**config.mk**
```make
export PLATFORM = sky130hd
export DESIGN_NAME = pkt_attribute_arbiter_flat
export DESIGN_NICKNAME = d
export VERILOG_FILES = /design/src/rtl/pkt_attribute_arbiter_if.sv /design/src/rtl/pkt_attribute_arbiter.sv /design/src/flat_wrapper.sv
export SDC_FILE = /design/constraint.sdc
export NUM_CORES = 2
export LEC_CHECK = 0
export ABC_AREA = 1
export CAP_MARGIN = 5
export CORE_MARGIN = 4
export CORE_UTILIZATION = 55
export DETAILED_ROUTE_END_ITERATION = 10
export HOLD_SLACK_MARGIN = 0.02
export PLACE_DENSITY_LB_ADDON = 0.25
export SETUP_SLACK_MARGIN = 0.5
export SLEW_MARGIN = 20
export SYNTH_ARGS = -nofsm -noshare
export SYNTH_HDL_FRONTEND = slang
export SYNTH_SLANG_ARGS = --single-unit
```
**constraint.sdc**
```tcl
create_clock -name clk -period 21.9 [get_ports clk]
set_input_delay 4.38 -clock clk [delete_from_list [all_inputs] [get_ports clk]]
set_output_delay 4.38 -clock clk [all_outputs]
set_load 0.005 [all_outputs]
```
**src/rtl/pkt_attribute_arbiter_if.sv**
```systemverilog
// rtl/pkt_attribute_arbiter_if.sv - analyzer result bus and winner output stream of the attribute arbiter
interface pkt_attribute_arbiter_if #(
   parameter int NUM_ANALYZERS        = 4,
   parameter int ATTRIBUTE_DATA_WIDTH = 135
);
   localparam int WINNER_WIDTH = (NUM_ANALYZERS > 1) ? $clog2(NUM_ANALYZERS) : 1;

   logic [NUM_ANALYZERS-1:0]                      in_pkt_valid;
   logic [NUM_ANALYZERS*ATTRIBUTE_DATA_WIDTH-1:0] in_pkt_attributes;
   logic                                          out_valid;
   logic                                          out_ready;
   logic [ATTRIBUTE_DATA_WIDTH-1:0]               out_attributes;
   logic [WINNER_WIDTH-1:0]                       out_winner;

   modport master (
      output in_pkt_valid,
      output in_pkt_attributes,
      output out_ready,
      input  out_valid,
      input  out_attributes,
      input  out_winner
   );

   modport slave (
      input  in_pkt_valid,
      input  in_pkt_attributes,
      input  out_ready,
      output out_valid,
      output out_attributes,
      output out_winner
   );
endinterface

```
**src/rtl/pkt_attribute_arbiter.sv**
```systemverilog
// rtl/pkt_attribute_arbiter.sv - fixed-priority per-packet attribute arbiter with output FIFO
// Statistics counters are built only when PKT_ARB_STATS_EN is defined.
module pkt_attribute_arbiter #(
   parameter int NUM_ANALYZERS        = 4,
   parameter int ATTRIBUTE_DATA_WIDTH = 135,
   parameter int COLLECT_TIMEOUT      = 8,
   parameter int FIFO_DEPTH_BITS      = 2,
   parameter int STATS_WIDTH          = 16
) (
   input  logic                   clk,
   input  logic                   reset,
   pkt_attribute_arbiter_if.slave bus,
   output logic [STATS_WIDTH-1:0] timeout_count,
   output logic [STATS_WIDTH-1:0] drop_count
);
   localparam int N            = NUM_ANALYZERS;
   localparam int W            = ATTRIBUTE_DATA_WIDTH;
   localparam int WINNER_WIDTH = (N > 1) ? $clog2(N) : 1;
   localparam int DEPTH        = 1 << FIFO_DEPTH_BITS;
   localparam logic [N-1:0] ALL_ONES = '1;
   localparam logic [7:0]   TIMER_LAST = 8'(COLLECT_TIMEOUT - 1);

   typedef enum logic [1:0] {IDLE, COLLECT, ISSUE} state_t;
   state_t state, state_next;

   logic [N-1:0] mask, seed_mask;
   logic [W-1:0] cap       [N];
   logic [W-1:0] seed_data [N];
   logic [7:0]   timer;

   logic [N-1:0] in_valid, dup, fresh, mask_collect, mask_reload;
   logic         timer_expired;
   logic         do_issue, timeout_hit;

   assign in_valid      = bus.in_pkt_valid;
   assign dup           = in_valid & mask;
   assign fresh         = in_valid & ~mask;
   assign mask_collect  = mask | in_valid;
   assign mask_reload   = seed_mask | in_valid;
   assign timer_expired = (timer == TIMER_LAST);

   always_ff @(posedge clk) begin
      if (reset) state <= IDLE;
      else       state <= state_next;
   end

   always_comb begin
      state_next = state;
      case (state)
         IDLE: begin
            if (|in_valid) state_next = (in_valid == ALL_ONES) ? ISSUE : COLLECT;
         end
         COLLECT: begin
            if ((mask_collect == ALL_ONES) || timer_expired || (|dup)) state_next = ISSUE;
         end
         ISSUE: begin
            if (mask_reload == ALL_ONES) state_next = ISSUE;
            else if (|mask_reload)       state_next = COLLECT;
            else                         state_next = IDLE;
         end
         default: state_next = IDLE;
      endcase
   end

   // A complete mask closes the collection normally, so it is never counted as a timeout.
   always_comb begin
      do_issue    = 1'b0;
      timeout_hit = 1'b0;
      case (state)
         COLLECT: timeout_hit = (mask_collect != ALL_ONES) && timer_expired;
         ISSUE:   do_issue    = 1'b1;
         default: ;
      endcase
   end

   always_ff @(posedge clk) begin
      if (reset) begin
         mask      <= '0;
         seed_mask <= '0;
         timer     <= '0;
      end else begin
         case (state)
            IDLE: begin
               mask  <= in_valid;
               timer <= '0;
            end
            COLLECT: begin
               mask      <= mask_collect;
               timer     <= timer + 8'd1;
               seed_mask <= seed_mask | dup;
            end
            ISSUE: begin
               mask      <= mask_reload;
               timer     <= '0;
               seed_mask <= seed_mask & in_valid;
            end
            default: ;
         endcase
      end
   end

   // A new report colliding with a seeded slot during ISSUE is parked as the next seed.
   always_ff @(posedge clk) begin
      for (int i = 0; i < N; i++) begin
         case (state)
            IDLE: begin
               if (in_valid[i]) cap[i] <= bus.in_pkt_attributes[i*W +: W];
            end
            COLLECT: begin
               if (fresh[i])    cap[i]       <= bus.in_pkt_attributes[i*W +: W];
               else if (dup[i]) seed_data[i] <= bus.in_pkt_attributes[i*W +: W];
            end
            ISSUE: begin
               if (seed_mask[i]) begin
                  cap[i] <= seed_data[i];
                  if (in_valid[i]) seed_data[i] <= bus.in_pkt_attributes[i*W +: W];
               end else if (in_valid[i]) begin
                  cap[i] <= bus.in_pkt_attributes[i*W +: W];
               end
            end
            default: ;
         endcase
      end
   end

   logic [WINNER_WIDTH-1:0] win_idx;
   logic [W-1:0]            win_data;

   always_comb begin
      win_idx  = '0;
      win_data = '0;
      for (int i = N - 1; i >= 0; i--) begin
         if (mask[i]) begin
            win_idx  = WINNER_WIDTH'(i);
            win_data = cap[i];
         end
      end
   end

   logic [W+WINNER_WIDTH-1:0] fifo_mem [DEPTH];
   logic [FIFO_DEPTH_BITS-1:0] wr_ptr, rd_ptr;
   logic [FIFO_DEPTH_BITS:0]   count;
   logic                       fifo_full, push, pop, drop;
   logic [W+WINNER_WIDTH-1:0]  head;

   assign fifo_full = (count == (FIFO_DEPTH_BITS + 1)'(DEPTH));
   assign pop       = bus.out_valid && bus.out_ready;
   assign push      = do_issue && (!fifo_full || pop);
   assign drop      = do_issue && fifo_full && !pop;

   always_ff @(posedge clk) begin
      if (reset) begin
         wr_ptr <= '0;
         rd_ptr <= '0;
         count  <= '0;
      end else begin
         if (push) wr_ptr <= wr_ptr + FIFO_DEPTH_BITS'(1);
         if (pop)  rd_ptr <= rd_ptr + FIFO_DEPTH_BITS'(1);
         case ({push, pop})
            2'b10:   count <= count + (FIFO_DEPTH_BITS + 1)'(1);
            2'b01:   count <= count - (FIFO_DEPTH_BITS + 1)'(1);
            default: ;
         endcase
      end
   end

   always_ff @(posedge clk) begin
      if (push) fifo_mem[wr_ptr] <= {win_data, win_idx};
   end

   assign head               = fifo_mem[rd_ptr];
   assign bus.out_valid      = (count != '0);
   assign bus.out_attributes = bus.out_valid ? head[W+WINNER_WIDTH-1:WINNER_WIDTH] : '0;
   assign bus.out_winner     = bus.out_valid ? head[WINNER_WIDTH-1:0] : '0;

`ifdef PKT_ARB_STATS_EN
   logic [STATS_WIDTH-1:0] timeout_q, drop_q;

   always_ff @(posedge clk) begin
      if (reset) begin
         timeout_q <= '0;
         drop_q    <= '0;
      end else begin
         if (timeout_hit && (timeout_q != '1)) timeout_q <= timeout_q + STATS_WIDTH'(1);
         if (drop && (drop_q != '1))           drop_q    <= drop_q + STATS_WIDTH'(1);
      end
   end

   assign timeout_count = timeout_q;
   assign drop_count    = drop_q;
`else
   logic unused_stats;
   assign unused_stats  = timeout_hit ^ drop;
   assign timeout_count = '0;
   assign drop_count    = '0;
`endif
endmodule

```
**src/flat_wrapper.sv**
```systemverilog
// flat-port wrapper written by rule: the top's interface ports become plain ports
module pkt_attribute_arbiter_flat 
#(
   parameter int NUM_ANALYZERS        = 4,
   parameter int ATTRIBUTE_DATA_WIDTH = 135,
   parameter int COLLECT_TIMEOUT      = 8,
   parameter int FIFO_DEPTH_BITS      = 2,
   parameter int STATS_WIDTH          = 16
)
  (clk, reset, timeout_count, drop_count, bus_in_pkt_valid, bus_in_pkt_attributes, bus_out_ready, bus_out_valid, bus_out_attributes, bus_out_winner);
  pkt_attribute_arbiter_if #(.NUM_ANALYZERS(NUM_ANALYZERS), .ATTRIBUTE_DATA_WIDTH(ATTRIBUTE_DATA_WIDTH)) bus_i ();
  input  logic clk;
  input  logic reset;
  output logic [STATS_WIDTH-1:0] timeout_count;
  output logic [STATS_WIDTH-1:0] drop_count;
  input wire logic [$bits(bus_i.in_pkt_valid)-1:0] bus_in_pkt_valid;
  input wire logic [$bits(bus_i.in_pkt_attributes)-1:0] bus_in_pkt_attributes;
  input wire logic [$bits(bus_i.out_ready)-1:0] bus_out_ready;
  output wire logic [$bits(bus_i.out_valid)-1:0] bus_out_valid;
  output wire logic [$bits(bus_i.out_attributes)-1:0] bus_out_attributes;
  output wire logic [$bits(bus_i.out_winner)-1:0] bus_out_winner;
  assign bus_i.in_pkt_valid = bus_in_pkt_valid;
  assign bus_i.in_pkt_attributes = bus_in_pkt_attributes;
  assign bus_i.out_ready = bus_out_ready;
  assign bus_out_valid = bus_i.out_valid;
  assign bus_out_attributes = bus_i.out_attributes;
  assign bus_out_winner = bus_i.out_winner;
  pkt_attribute_arbiter #(.NUM_ANALYZERS(NUM_ANALYZERS), .ATTRIBUTE_DATA_WIDTH(ATTRIBUTE_DATA_WIDTH), .COLLECT_TIMEOUT(COLLECT_TIMEOUT), .FIFO_DEPTH_BITS(FIFO_DEPTH_BITS), .STATS_WIDTH(STATS_WIDTH)) u_core (.clk(clk), .reset(reset), .bus(bus_i), .timeout_count(timeout_count), .drop_count(drop_count));
endmodule
```
==> flow_summary_export.csv <==
group,metric,value,unit
global_routing,antenna_found_initial,26,
worst_setup_path,cp.buffers_inverters,3,
routing,post_drt_wl_per_cell,24.1,um
cells_and_area,nets,6767,
worst_setup_path,required,17.52,ns
floorplanning,die-width,355,um
power,p_clk_share,27.7,%
floorplanning,fp-row-count,127,
cts,cts_buffers,165,
global_routing,grt_first_pass_wirelength,278,mm
floorplanning,core_area,120000,um2
cells_and_area,final.fill_count,8670,
placed_design,dp.cells,7654,
routing,vias,45524,
cts,cts_tree,"done",
floorplanning,die_area,126000,um2
routing,drc,0,
worst_setup_path,startpoint_type,"flop",
worst_setup_path,cp_slowest_stage_delay,0.91,ns
routing,drtAntennaViolNets,0,
routing,vias_per_cell,5.71,
logic_synthesis,synthesis.instances,5632,
worst_setup_path,cp.arrival,4.49,ns
worst_setup_path,end_kind,"primary output",
cts,cts-resized-gates,0,
timing,whs,0.479,ns
timing,rsz0062_at_grt,"false",
worst_setup_path,worstSetupPathType,"flop to primary output",
power,p_sw_share,32.7,%
job,cap_violations,0,
logic_synthesis,yosysSeqAreaShare,74.5,%
floorplanning,dieHeight,355,um
timing,setup_ws,13.03,ns
placed_design,gp_congestion,0.854,
placed_design,dp_hpwl,118,mm
cells_and_area,final_cells,7972,
timing,worst_slew_pin_slew,1.17,ns
power,p_comb_share,25.2,%
routing,drt-pass1-iter-count,6,
cts,cts_num_sinks,1655,
cts,cts-root-buf,"clkbuf_16",
worst_setup_path,crit_path_cell_trace,"inv_8 -> buf_4 -> o21ai_0 -> a21oi_1 -> clkdlybuf4s50_1",
worst_setup_path,crit_slowest_cell,"buf_4",
global_routing,grt_pass1_vias,43613,
logic_synthesis,avgSynthCellArea,11.8,um2
worst_hold_path,min-delay-path-class,"flop to flop",
placed_design,dp_slack,13.22,ns
cells_and_area,drive_gt1_share,5.06,%
timing,hold_viol,0,
timing,finalSetupViolations,0,
worst_setup_path,cp_max_fo,170,
global_routing,grt-ovfl-total,0,
timing,finClkSkew,0.0204,ns
power,powerDensity,124,nW/um2
timing,min_period_over_period,40.5,%
cts,h-tree-depth,4,
routing,first_iter_violations,5514,
cts,clockBufferDepth,3,
timing,tns,0,ns
floorplanning,ios,717,
cts,ctsHoldBuffers,0,
cells_and_area,final_util,66.2,%
worst_setup_path,cp_top_family,"buffers and inverters",
cells_and_area,area_growth,19.6,%
floorplanning,start_util,55.4,%
logic_synthesis,syn_area,66400,um2
power,p_sw,3.20,mW
global_routing,grt.total_usage,29.7,%
power,p_seq_share,47.1,%
status,status,"complete, no violations",
cts,clkLatencyLatePin,0.78,ns
cts,path_clk_slew,0.06,ns
timing,fmax,113,MHz
routing,routed_wl,192,mm
global_routing,grt_max_degree,170,
logic_synthesis,synth-seq-cells,1655,
logic_synthesis,synth_cell_type_count,31,
timing,maxSlewViolCount,0,
power,irDropWorstVdd,0.0000829,V
timing,min_period,8.87,ns
power,p_leak,28.9,nW
power,intPower,6.60,mW
timing,slew_headroom,21.9,%
placed_design,numPortBuffers,684,
cts,cts_setup_buffers,0,
logic_synthesis,synth_warnings,0,
-- stage by stage --
stage               area (um2)  power [mW]
floorplan                66500        6.13
global placement         74100        7.05
detailed placement       74100        7.12
CTS                      79300        9.81
global route             79300        10.2
finish                   79400        9.80
-- metal layers --
| layer | share of wire, % | up-vias | track usage, % |
|---|---|---|---|
| met1 | 38 | 21937 | 40.3 |
| met2 | 47 | 2638 | 47.5 |
| li1 | - | 20560 | - |
| met5 | 0.050 | - | 0 |
| met3 | 10 | 373 | 5.90 |
| met4 | 4.2 | 16 | 12.7 |
-- sequential cells by signal, indices dropped and copies added, names as in the netlist, 3 cells and up, named ones only --
name / cells
u_core.timer: 8
u_core.seed_data: 540
u_core.fifo_mem: 548
u_core.count: 3
u_core.mask: 4
u_core.seed_mask: 4
u_core.cap: 540
-- logic make-up after synthesis --
family	Yosys count	synth area share (%)
flip-flops	1655	74.5
adder cells (fa/ha/maj)	11	0.219
AND/OR/NAND/NOR	2680	15.5
other	1	0.00565
buffers and inverters	409	3.13
AO/OA/AOI/OAI	876	6.66
-- power groups by stage --
stage	Combinational (mW)	Sequential [mW]	Clock, mW
6_report	2.47	4.62	2.72
3_3_place_gp	2.39	4.66	0
3_5_place_dp	2.44	4.68	0
5_1_grt	2.67	4.66	2.87
4_1_cts	2.46	4.61	2.74
2_1_floorplan	1.38	4.75	0
-- cells in the final DEF, fill, tap and decap left out, drive strengths merged, types with 3 or more instances in the layout --
master,instances
nand2,1937
edfxtp,1628
clkdlybuf4s50,684
nor2,588
o21ai,569
a21oi,297
clkbuf,203
nand3,142
clkinv,81
buf,59
inv,52
conb,32
dfxtp,27
diode,17
ha,10
bufinv,9
nor3,8
o22ai,4
o221ai,3
nor3b,3
-- cells in the mapped netlist (all sizes together) --
cell type / number / area (um2)
o221ai: 3 / 26.3
fa: 1 / 20.0
o21ai: 569 / 2850
nor3b: 3 / 22.5
nand3: 142 / 716
a221oi: 2 / 30.0
conb: 1 / 3.75
o21a: 1 / 7.51
a21oi: 297 / 1490
nand4: 2 / 12.5
clkbuf: 106 / 413
inv: 45 / 169
nor2: 588 / 2210
ha: 10 / 125
nor3: 8 / 45.0
edfxtp: 1628 / 48900
dfxtp: 27 / 541
o22ai: 4 / 25.0
nand2: 1937 / 7290
buf: 258 / 1490
-- final timing paths --
check	startpoint	endpoint	slack, ns	depth (start not counted)
worst max-delay path	flop	bus_out_attributes[64]	13.03	5
worst min-delay path	u_core.rd_ptr[1]$_SDFFE_PP0P_	u_core.rd_ptr[1]$_SDFFE_PP0P_	0.48	2
worst max register to register	u_core.state[0]$_SDFFE_PP0P_	u_core.fifo_mem[3][111]$_DFFE_PP_	16.70	8
worst min register to register	u_core.rd_ptr[1]$_SDFFE_PP0P_	u_core.rd_ptr[1]$_SDFFE_PP0P_	0.48	2
-- worst min-delay path, cell delays in order, from the launching register on --
cell and delay [ns]:
dfxtp_1 0.30, inv_1 0.06, a21oi_1 0.07
-- final cells by class --
type / count / area, um2 / area share, %
Antenna cell: 17 / 42.5 / 0.0536
Clock buffer: 203 / 4320 / 5.45
Clock inverter: 98 / 840 / 1.06
Inverter: 45 / 209 / 0.263
Multi-Input combinational cell: 3599 / 15200 / 19.1
Sequential cell: 1655 / 49400 / 62.3
Tap cell: 1612 / 2020 / 2.54
Timing Repair Buffer: 743 / 7320 / 9.22
(Power assumes the default switching activity.)
